$ cat src/rtl/dil_field_sequencer.sv
// Field sequencer: walks the per-mode field list, tagging a zero-latency word stream with
// field id and last flags. Optional cycle counter enabled by DIL_SEQ_PERF_CNT_EN.
module dil_field_sequencer #(
  parameter int unsigned W             = 32,
  parameter int unsigned MSG_MAX_BYTES = 3300
) (
  input  logic         clk,
  input  logic         rst,
  input  logic         start,
  input  logic [1:0]   mode,
  input  logic [2:0]   sec_level,
  input  logic [11:0]  msg_len,
  input  logic         abort,
  input  logic [W-1:0] s_data,
  input  logic         s_valid,
  output logic         s_ready,
  output logic [W-1:0] m_data,
  output logic         m_valid,
  input  logic         m_ready,
  output logic [2:0]   m_field,
  output logic         m_field_last,
  output logic         m_frame_last,
  output logic         busy,
  output logic         done,
  output logic         err,
  output logic [31:0]  perf_cycles
);

  localparam int unsigned CW     = 11;
  localparam int unsigned Sh     = (W == 64) ? 6 : 5;
  localparam logic [16:0] WRound = 17'(W - 1);

  localparam logic [2:0] FSeed = 3'd0;
  localparam logic [2:0] FS1   = 3'd1;
  localparam logic [2:0] FS2   = 3'd2;
  localparam logic [2:0] FT0   = 3'd3;
  localparam logic [2:0] FT1   = 3'd4;
  localparam logic [2:0] FZ    = 3'd5;
  localparam logic [2:0] FH    = 3'd6;
  localparam logic [2:0] FMsg  = 3'd7;

  localparam logic [1:0] MdKeygen = 2'b00;
  localparam logic [1:0] MdSign   = 2'b10;
  localparam logic [1:0] MdVerify = 2'b01;

  typedef enum logic [1:0] {StIdle, StLoad, StStream, StDone} state_e;

  state_e        state_q, state_d;
  logic [1:0]    mode_q;
  logic [1:0]    lvl_q;
  logic [11:0]   len_q;
  logic [2:0]    step_q, step_d;
  logic [CW-1:0] word_q, word_d;
  logic          err_q, err_d;
  logic          accept;

  function automatic logic [16:0] pick(input logic [1:0] lv, input logic [16:0] a,
                                       input logic [16:0] b, input logic [16:0] c);
    return (lv == 2'd0) ? a : ((lv == 2'd1) ? b : c);
  endfunction

  function automatic logic [16:0] field_bits(input logic [2:0] f, input logic [1:0] lv,
                                             input logic [11:0] len);
    logic [16:0] bits;
    bits = 17'd256;
    case (f)
      FSeed:   bits = 17'd256;
      FS1:     bits = pick(lv, 17'd3072, 17'd5120, 17'd5376);
      FS2:     bits = pick(lv, 17'd3072, 17'd6144, 17'd6144);
      FT0:     bits = pick(lv, 17'd13312, 17'd19968, 17'd26624);
      FT1:     bits = pick(lv, 17'd10240, 17'd15360, 17'd20480);
      FZ:      bits = pick(lv, 17'd18432, 17'd25600, 17'd35840);
      FH:      bits = pick(lv, 17'd672, 17'd488, 17'd664);
      default: bits = {2'b00, len, 3'b000};
    endcase
    return bits;
  endfunction

  function automatic logic [2:0] seq_field(input logic [1:0] md, input logic [2:0] st);
    logic [2:0] f;
    f = FSeed;
    if (md == MdSign) begin
      case (st)
        3'd0:    f = FMsg;
        3'd4:    f = FS1;
        3'd5:    f = FS2;
        3'd6:    f = FT0;
        default: f = FSeed;
      endcase
    end else if (md == MdVerify) begin
      case (st)
        3'd1:    f = FT1;
        3'd3:    f = FZ;
        3'd4:    f = FH;
        3'd5:    f = FMsg;
        default: f = FSeed;
      endcase
    end
    return f;
  endfunction

  // Request decode
  logic       lvl_ok, mode_ok, len_ok, req_ok;
  logic [1:0] lvl_idx;
  logic [2:0] first_step;

  always_comb begin
    lvl_ok  = (sec_level == 3'd2) || (sec_level == 3'd3) || (sec_level == 3'd5);
    lvl_idx = (sec_level == 3'd2) ? 2'd0 : ((sec_level == 3'd3) ? 2'd1 : 2'd2);
    mode_ok = (mode != 2'b11);
    len_ok  = (32'(msg_len) <= MSG_MAX_BYTES);
    req_ok  = lvl_ok && mode_ok && len_ok;
    // Sign leads with MSG, so an empty message starts one step later.
    first_step = ((mode == MdSign) && (msg_len == 12'd0)) ? 3'd1 : 3'd0;
  end

  // Current field geometry
  logic [2:0]  cur_field;
  logic [16:0] cur_bits, cur_words;
  logic [2:0]  last_step;
  logic        field_last, frame_last, in_stream, xfer;

  always_comb begin
    cur_field  = seq_field(mode_q, step_q);
    cur_bits   = field_bits(cur_field, lvl_q, len_q);
    cur_words  = (cur_bits + WRound) >> Sh;
    field_last = ({{(17 - CW){1'b0}}, word_q} == (cur_words - 17'd1));
    case (mode_q)
      MdKeygen: last_step = 3'd0;
      MdSign:   last_step = 3'd6;
      default:  last_step = (len_q == 12'd0) ? 3'd4 : 3'd5;
    endcase
    frame_last = field_last && (step_q == last_step);
    in_stream  = (state_q == StStream);
    xfer       = in_stream && s_valid && m_ready;
  end

  always_comb begin
    state_d = state_q;
    step_d  = step_q;
    word_d  = word_q;
    err_d   = 1'b0;
    accept  = 1'b0;
    if (abort) begin
      state_d = StIdle;
      step_d  = 3'd0;
      word_d  = '0;
    end else begin
      case (state_q)
        StIdle: begin
          if (start) begin
            if (req_ok) begin
              accept  = 1'b1;
              state_d = StLoad;
              step_d  = first_step;
              word_d  = '0;
            end else begin
              err_d = 1'b1;
            end
          end
        end
        StLoad: state_d = StStream;
        StStream: begin
          if (xfer) begin
            if (frame_last) begin
              state_d = StDone;
              word_d  = '0;
            end else if (field_last) begin
              step_d = step_q + 3'd1;
              word_d = '0;
            end else begin
              word_d = word_q + CW'(1);
            end
          end
        end
        default: begin
          state_d = StIdle;
          step_d  = 3'd0;
        end
      endcase
    end
  end

  always_ff @(posedge clk or posedge rst) begin
    if (rst) begin
      state_q <= StIdle;
      step_q  <= 3'd0;
      word_q  <= '0;
      err_q   <= 1'b0;
      mode_q  <= 2'b00;
      lvl_q   <= 2'd0;
      len_q   <= 12'd0;
    end else begin
      state_q <= state_d;
      step_q  <= step_d;
      word_q  <= word_d;
      err_q   <= err_d;
      if (accept) begin
        mode_q <= mode;
        lvl_q  <= lvl_idx;
        len_q  <= msg_len;
      end
    end
  end

  always_comb begin
    m_data       = s_data;
    m_valid      = in_stream && s_valid;
    s_ready      = in_stream && m_ready;
    m_field      = in_stream ? cur_field : 3'd0;
    m_field_last = in_stream && field_last;
    m_frame_last = in_stream && frame_last;
    busy         = (state_q != StIdle);
    done         = (state_q == StDone);
    err          = err_q;
  end

`ifdef DIL_SEQ_PERF_CNT_EN
  logic [31:0] perf_q;

  // The accepting cycle counts as the first frame cycle.
  always_ff @(posedge clk or posedge rst) begin
    if (rst) begin
      perf_q <= 32'd0;
    end else if (accept) begin
      perf_q <= 32'd1;
    end else if (busy) begin
      perf_q <= perf_q + 32'd1;
    end
  end

  assign perf_cycles = perf_q;
`else
  assign perf_cycles = 32'd0;
`endif

endmodule

$ cat config.mk
export PLATFORM = sky130hd
export DESIGN_NAME = dil_field_sequencer
export DESIGN_NICKNAME = d
export VERILOG_FILES = /design/src/rtl/dil_field_sequencer.sv
export SDC_FILE = /design/constraint.sdc
export NUM_CORES = 1
export LEC_CHECK = 0
export BUFFER_PORTS_ARGS = -buffer_cell sky130_fd_sc_hd__buf_2
export CAP_MARGIN = 20
export CORE_ASPECT_RATIO = 1.4
export CORE_MARGIN = 1
export CORE_UTILIZATION = 55
export CTS_CLUSTER_SIZE = 16
export DETAILED_ROUTE_END_ITERATION = 8
export PLACE_DENSITY = 0.85
export RECOVER_POWER = 25
export SLEW_MARGIN = 10
export SYNTH_ARGS = -nofsm -noshare
export SYNTH_HDL_FRONTEND = slang
export SYNTH_SLANG_ARGS = --single-unit
$ cat constraint.sdc
create_clock -name clk -period 7.1 [get_ports clk]
set_clock_uncertainty 0.1 [all_clocks]
set_input_delay 0.71 -clock clk [delete_from_list [all_inputs] [get_ports clk]]
set_output_delay 0.71 -clock clk [all_outputs]
set_load 0.02 [all_outputs]
; ---- Yosys cells after proc, flatten, opt, wreduce, memory -nomap -nowiden
; Index checks and enable logic that the tools add are counted.
; Widths: inputs -> output; s select.
[classes]
eq_ne = 31
order_cmp = 1
add_sub_neg = 4
reduce_logical = 23
n_mux = 50
[ops]
columns = operator, count
row1 = $pmux 16 s7, 1
row2 = $mux 11, 6
row3 = $mux 15, 3
row4 = $mux 16, 2
row5 = $mux 3, 9
row6 = $mux 13, 2
row7 = $logic_not 12->1, 2
row8 = $pmux 3 s4, 2
row9 = $pmux 11 s2, 1
row10 = $eq 3x3->1 const B, 7
row11 = $mux 10, 2
row12 = $add 17x5->17 const B, 1
row13 = $eq 11x17->1, 1
row14 = $eq 3x2->1 const B, 5
row15 = $ne 3x3->1 const B, 5
row16 = $mux 14, 1
row17 = $mux 2, 7
row18 = $sub 12x1->13 const B, 1
row19 = $le 12x12->1 const B, 1
row20 = $add 11x1->11 const B, 1
row21 = $mux 1, 10
row22 = $logic_and 1x1->1, 9
row23 = $mux 9, 1
row24 = $pmux 3 s3, 1
row25 = other kinds (16), 28
[word_totals]
reg_bits = 33
out_inout_bits = 74
inputBits = 55
word_cells = 116

; ---- Depth between registers and ports, before layout
; Gate-level depths: netlist (run 1).
[logic_depth]
ltp_word = 14
depth_mapped = 18
ltp_nobuf = 15

; ---- Worst setup path after synthesis (run 1)
; OpenSTA, ideal clock, no wires.
[synth_timing]
kind = register to output
from = register step_q[1]
to = output port m_frame_last
t_arrival_ns = 4.155
path_stages_with_launch = 17
setup_slack_ns = 2.135
required_time_ns = 6.290
path_buffers = 2
path_cell_list = dfrtp_1 -> inv_1 -> ha_1 -> a21oi_1 -> nand2b_2 -> nand3_1 -> a21o_1 -> ha_1 -> a211o_1 -> a211oi_1 -> nor4b_1 -> a21oi_1 -> xnor2_1 -> or4_1 -> buf_2 -> buf_6 -> nor3_1
[synth_between]
elab_chain_len = 11
elab_cells_between_ends = 24
classes_between = 2 x add/sub / 13 x eq/ne / 5 x mux / 4 x reduce/logical
[synth_lines]
columns = item, line_no
row1 = "start, declared", 52  ; logic [2:0] step_q, step_d;
row2 = "start signal, assigned", 195  ; step_q <= step_d;
row3 = "$eq 3x3->1, or another cell as far along", "83, 91"
row4 = $pmux 3 s4, 91  ; case (st)
row5 = $mux 3, 90  ; end else if (md == MdVerify) begin
row6 = $mux 3, 82  ; if (md == MdSign) begin
row7 = "$eq 3x3->1, or another cell as far along", 66  ; case (f)
row8 = $pmux 16 s7, 66
row9 = $add 17x5->17, 126  ; cur_words = (cur_bits + WRound) >> Sh;
row10 = $sub 12x1->13, 127  ; field_last = ({{(17 - CW){1'b0}}, word_q} == (cur_words - 17'd1));
row11 = $eq 11x17->1, 127
row12 = $logic_and 1x1->1 *, 133  ; frame_last = field_last && (step_q == last_step);
row13 = $logic_and 1x1->1 *, 212  ; m_frame_last = in_stream && frame_last;
row14 = "end, declared", 22  ; output logic m_frame_last,
; Every way passes the cells marked *; elsewhere a longest branch is shown, timed or not.

; ---- Worst setup path after layout (run 1)
; Ends and elaborated chain as after synthesis.

==> flow_metrics.env, run 1 <==
export IMPL_synth_main_ff_cell="dfrtp_1"
export IMPL_post_drt_wl_per_cell_um=16.9
export IMPL_critPathMaxFanout=13
export IMPL_synth_compound_area_frac=0.227
export IMPL_arrival_ps=4890
export IMPL_cts_setup_buffers=0
export IMPL_die_x_um=70.5
export IMPL_p_sw_uw=603
export IMPL_syn_inst=418
export IMPL_yosys_area_share_simple=0.212
export IMPL_synth_xor_area_share=0.0522
export IMPL_htreeDepth=2
export IMPL_status="complete, but fails checks"
export IMPL_area_delta_synth_final_pct=-2.08
export IMPL_dpl_cell_area_um2=3420
export IMPL_synth_edf_count=0
export IMPL_ant_nets=0
export IMPL_p_clk_frac=0.149
export IMPL_ir_drop_uv=247
export IMPL_holdBufCountCts=0
export IMPL_async_reset_ff_frac=1.00
export IMPL_final_layout_size_suffix_gt1_frac=0.196
export IMPL_hold_viol_final=0
export IMPL_io_pins=129
export IMPL_ys_seq_elements=33
export IMPL_yosysWarnings=0
export IMPL_numCtsBuffers=5
export IMPL_slew_headroom=-0.183
export IMPL_nets=477
export IMPL_place_congestion=0.996
export IMPL_max_freq_mhz=175
export IMPL_drv_cap=1
export IMPL_die_area_um2=6910
export IMPL_combinationalPowerShare=0.592
export IMPL_synth_cell_type_count=82
export IMPL_cts_tree="done"
export IMPL_synth_top_family_by_area="compound AO/OA/AOI/OAI gates"
export IMPL_row_count=34
export IMPL_cts_buffer_depth=2
export IMPL_r2r_slack_ps=2270
export IMPL_synth_area_um2=3620
export IMPL_die_y_um=97.9
export IMPL_fillers=572
export IMPL_dpl_hpwl_um=6290
export IMPL_clkLatencyLatePin_ps=290
export IMPL_core_area_um2=6300
export IMPL_swShare=0.477
export IMPL_seq_area_frac_synth=0.228
export IMPL_tns_ps=0
export IMPL_n_antenna_cell=0
export IMPL_power_frac_seq=0.259
export IMPL_worst_setup_path_end_kind="primary output"
export IMPL_final_area_um2=3540
export IMPL_dp_cells=477
export IMPL_initialDrtViolationCount=220
export IMPL_post_drt_via_cell_ratio=6.16
export IMPL_via_count=2986
export IMPL_grt_use_total=0.246
export IMPL_syn_area_per_cell_um2=8.65
export IMPL_dr_pass1_iters=7
export IMPL_critPathKind="register to primary output"
export IMPL_violations="design-rule violations, max-capacitance violations, max-slew violations"
export IMPL_cts_root_buf="clkbuf_8"
export IMPL_cts_num_sinks=33
export IMPL_clk_pin_slew_ps=70
export IMPL_worst_pin_slew_ps=1770
export IMPL_grt_max_degree=34
export IMPL_powerDensity_nw_per_um2=357
export IMPL_rsz0062_at_grt="no"
export IMPL_port_buffers=32
export IMPL_p_leak_uw=0.00151
export IMPL_drc_errors=26
export IMPL_grt_first_pass_wirelength_um=13600
export IMPL_cp_required_ps=6290
export IMPL_muxShareOfSynthArea=0.0623
export IMPL_final_cells=485
export IMPL_finalCritPeriodShare=0.803
export IMPL_overflow=0
export IMPL_synthAdderAreaFrac=0.0346
export IMPL_hold_class="register to register"
export IMPL_routed_wl_um=8200
export IMPL_antenna_found_initial=0
export IMPL_initial_core_util=0.574
export IMPL_grt_pass1_vias=2832
export IMPL_intPower_uw=662
export IMPL_crit_path_start_kind="register"
export IMPL_min_period_ps=5700
export IMPL_finalSetupViolCount=0
export IMPL_cts_resized=0
export IMPL_finalMaxSlewViolations=34
## layout make-up
| cell class | instances | area [um2] | area share |
|---|---|---|---|
| repair buffers | 34 | 171 | 0.0484 |
| clock buffers | 6 | 82.6 | 0.0233 |
| flip-flops and latches | 33 | 826 | 0.233 |
| multi-input cells | 315 | 2250 | 0.635 |
| clock inverters | 2 | 37.5 | 0.0106 |
| inverters | 23 | 86.3 | 0.0244 |
| well taps | 72 | 90.1 | 0.0254 |
## cells in the mapped netlist (all sizes together) (8+ instances only)
cell type	instances	share of area
a21oi	13	0.019
a31oi	10	0.017
buf	72	0.15
dfrtp	33	0.23
ha	10	0.035
inv	23	0.024
mux2	17	0.054
nand2	31	0.032
nand2b	10	0.022
nand3	15	0.022
nor2	22	0.024
nor2b	8	0.017
nor3	10	0.015
o21ai	11	0.018
o22ai	9	0.019
xnor2	16	0.039
## registers in the layout (all words and copies together), names as in the netlist
signal   count
step_q       3
len_q       12
err          1
lvl_q        2
state_q      2
mode_q       2
word_q      11
## final timing paths
| check | cells after the start | endpoint | startpoint |
|---|---|---|---|
| setup / recovery | 15 | m_frame_last | step_q[1] |
| hold / removal | 1 | len_q[0] | len_q[0] |
| setup reg to reg | 15 | word_q[5] | step_q[1] |
| hold reg to reg | 1 | len_q[0] | len_q[0] |
| max in group asynchronous | 3 | step_q[2] | rst |
| min in group asynchronous | 3 | word_q[10] | rst |
## per-layer routing
| layer | up-vias | routed length (um) | share of wire | global-route usage |
|---|---|---|---|---|
| met3 | 21 | 450 | 0.055 | 0.0299 |
| met5 | - | 0 | 0 | 0 |
| met2 | 118 | 4190 | 0.51 | 0.434 |
| met1 | 1432 | 3330 | 0.41 | 0.296 |
| met4 | 0 | 229 | 0.028 | 0.108 |
| li1 | 1415 | - | - | - |
## power groups by stage
stage               Sequential, uW  Combinational, uW  Clock, uW
floorplan                      287                675          0
global placement               324                720          0
detailed placement             328                735          0
CTS                            325                740        192
global route                   334                816        198
finish                         327                749        188
## through the flow
step / power [uW] / setup slack, ps / hold slack, ps / util
after detailed placement: 1060 / 1740 / 432 / 0.544
after floorplan: 962 / 2140 / 394 / -
final: 1260 / 1400 / 449 / 0.562
after global placement: 1040 / 1910 / 427 / 0.544
after global routing: 1350 / 907 / 479 / 0.562
after CTS: 1260 / 1420 / 402 / 0.563
## logic make-up after synthesis
family,count (synthesis)
muxes,20
and+or+nand+nor,137
xor gates and xnor gates,20
adders and majority gates,10
other,1
buffers and inverters,101
AOI/OAI and AO/OA,96
DFF,33
## cell usage in the layout (no fill, tap or decap), types with 3 or more instances in the layout
cell      Yosys  layout
or3_1         7       7
a211oi_1      4       4
clkbuf_8      0       6
o21ai_0       9       9
ha_1         10      10
nand2b_1      7       7
o22ai_1       8       8
dfrtp_1      33      33
nor3_1        9       9
nor4_1        7       7
nand3_1      14      14
conb_1        1      32
or2_2         3       3
mux2i_1       3       3
nand2_1      31      31
o31ai_1       4       4
xnor2_1      16      16
a31oi_1      10      10
buf_2         2      32
mux2_2       14      14
nor2_1       20      20
xor2_1        3       3
inv_1        23      23
nand4_1       6       6
nor2b_1       6       6
and3_1        3       3
a21oi_1      12      12
nor4b_1       3       3
and2_1        4       4
a211o_1       3       3
o211a_1       3       3
o211ai_1      7       7
## worst max-delay path, cell delays in order (launching register included)
cell,delay [ps]
dfrtp_1,500
inv_1,160
ha_1,340
nand4bb_1,350
o31a_4,270
a21oi_2,300
nand2_1,100
ha_1,240
a211o_1,310
a211oi_1,320
nor4b_1,270
a21oi_1,120
xnor2_1,160
or4_1,760
nor3_1,220
buf_2,190
(Power assumes the default switching activity.)
==> inputs of run 2 (changes only) <==
--- a/config.mk
+++ b/config.mk
@@ -9,10 +9,10 @@
 export CAP_MARGIN = 20
 export CORE_ASPECT_RATIO = 1.4
 export CORE_MARGIN = 1
-export CORE_UTILIZATION = 55
+export CORE_UTILIZATION = 46
 export CTS_CLUSTER_SIZE = 16
 export DETAILED_ROUTE_END_ITERATION = 8
-export PLACE_DENSITY = 0.85
+export PLACE_DENSITY = 0.76
 export RECOVER_POWER = 25
 export SLEW_MARGIN = 10
 export SYNTH_ARGS = -nofsm -noshare
==> constraint.sdc (replaced) <==
create_clock -name clk -period 5.12 [get_ports clk]
set_clock_uncertainty 0.1 [all_clocks]
set_input_delay 0.512 -clock clk [delete_from_list [all_inputs] [get_ports clk]]
set_output_delay 0.512 -clock clk [all_outputs]
set_load 0.02 [all_outputs]
==> run 2 against run 1 <==
Effect of this change:
- the run ends with max-capacitance violations, max-slew violations left
- via count rose by 0.23%
- combinational power rose by 46%
- die area rose by 19%
- critical path type unchanged
- sequential power rose by 38%
==> flow_metrics.env, run 2 (synthesis gave the netlist of run 1 again) <==
export IMPL_dr_pass1_iters=4
export IMPL_grt_first_pass_wirelength_um=14200
export IMPL_largest_reg_flops=12
export IMPL_arrival_ps=4180
export IMPL_place_congestion=0.872
export IMPL_p_leak_uw=0.00157
export IMPL_clkLatencyLatePin_ps=290
export IMPL_area_delta_synth_final_pct=2.42
export IMPL_cts_num_sinks=33
export IMPL_worst_pin_slew_ps=1840
export IMPL_violations="max-capacitance violations, max-slew violations"
export IMPL_finalSetupViolCount=0
export IMPL_cp_required_ps=4510
export IMPL_seq_area_um2=830
export IMPL_initialDrtViolationCount=138
export IMPL_status="complete, but fails checks"
export IMPL_numCtsBuffers=5
export IMPL_n_antenna_cell=0
export IMPL_core_area_um2=7500
export IMPL_routed_wl_um=8530
export IMPL_pre_cts_ws_ps=155
export IMPL_die_x_um=76.9
export IMPL_antenna_found_initial=0
export IMPL_post_drt_via_cell_ratio=5.78
export IMPL_fillers=726
export IMPL_nets=485
export IMPL_finalMaxSlewViolations=34
export IMPL_final_cell_mix="32 x conb_1, 32 x buf_2, 31 x nand2_1, 30 x dfrtp_1, 22 x inv_1"
export IMPL_min_period_ps=4800
export IMPL_worst_setup_path_end_kind="primary output"
export IMPL_post_drt_wl_per_cell_um=16.5
export IMPL_rsz0062_at_grt="no"
export IMPL_final_layout_size_suffix_gt1_frac=0.235
export IMPL_hold_viol_final=0
export IMPL_die_area_um2=8220
export IMPL_overflow=0
export IMPL_crit_path_start_kind="register"
export IMPL_cts_buffer_depth=2
export IMPL_ir_drop_uv=350
export IMPL_drv_cap=1
export IMPL_dpl_hpwl_um=6620
export IMPL_max_freq_mhz=208
export IMPL_grt_max_degree=34
export IMPL_ant_nets=0
export IMPL_largestRegisters="len_q x12, word_q x11, step_q x3"
export IMPL_multi_input_area_um2=2320
export IMPL_critPathKind="register to primary output"
export IMPL_worst_slack_ps=323
export IMPL_slew_headroom=-0.224
export IMPL_hold_class="input pin to register"
export IMPL_clk_pin_slew_ps=80
export IMPL_htreeDepth=2
export IMPL_grt_pass1_vias=2938
export IMPL_initial_core_util=0.482
export IMPL_row_count=37
export IMPL_port_buffers=32
export IMPL_die_y_um=107
export IMPL_regMostFlops="len_q"
export IMPL_powerDensity_nw_per_um2=489
export IMPL_io_pins=129
export IMPL_tns_ps=0
export IMPL_drc_errors=0
export IMPL_via_count=2993
export IMPL_cts_tree="done"
export IMPL_grt_use_total=0.216
export IMPL_finalCritPeriodShare=0.937
export IMPL_cts_root_buf="clkbuf_8"
export IMPL_critPathMaxFanout=7
-- run 2: cell count changes in the layout (fill, tap and decap cells not counted), sizes merged --
cell,previous run,this run
clkinvlp,1,0
clkbuf,7,8
buf,33,41
-- run 2: power by group --
group	switching [uW]	internal, uW	leakage, uW
clock network	107	159	0.0000585
registers	115	335	0.000427
logic	628	466	0.00108
-- run 2: critical path, cell delays in order, from the launching register on --
cell      delay (ps)
dfrtp_2          420
inv_1            130
ha_1             290
a21oi_4          230
nand2b_2         240
nand3_1          120
a21o_1           220
ha_1             250
a211o_1          320
a211oi_2         220
nor4b_4          240
a21oi_1          120
xnor2_1          170
or4_1            590
nor3_2           140
buf_2            190
-- run 2: worst paths after layout --
check                           startpoint      endpoint  slack, ps  cells after the start
worst max-delay path             step_q[0]  m_frame_last        320                     15
worst min-delay path            msg_len[1]      len_q[1]        370                      2
worst max register to register   step_q[0]     word_q[2]        780                     16
worst min register to register    len_q[7]      len_q[7]        450                      1
max in group asynchronous              rst     step_q[1]       2970                      3
min in group asynchronous              rst     step_q[0]        760                      3
-- run 2: per-stage QoR --
step	hold slack [ps]	total power (uW)	instance area [um2]	utilization	cells
2_1_floorplan	394	1330	3730	-	449
3_3_place_gp	429	1470	3500	0.467	508
3_5_place_dp	437	1500	3500	0.467	508
4_1_cts	226	1770	3640	0.485	516
5_1_grt	385	1940	3700	0.494	518
6_report	373	1810	3700	0.494	518
-- run 2: routing by layer --
| metal | GRT usage | vias up | share of wire |
|---|---|---|---|
| met3 | 0.0221 | 22 | 0.034 |
| met2 | 0.389 | 90 | 0.52 |
| li1 | - | 1432 | - |
| met5 | 0 | - | 0 |
| met4 | 0.0975 | 0 | 0.024 |
| met1 | 0.256 | 1449 | 0.42 |
-- run 2: area by class of cell --
class,instances,share of cell area
inverter,23,0.0233
tap,97,0.0328
sequential,33,0.224
timing repair buffer,42,0.0625
clock buffer,7,0.0233
clock inverter,1,0.00811
multi-input combinational,315,0.626
-- run 2: timing repair --
action                     CTS  global route
pin swaps                    0             1
setup endpoints to repair    2             2
resized for setup            7             9
hold buffers                 0             0
buffers inserted             0             2
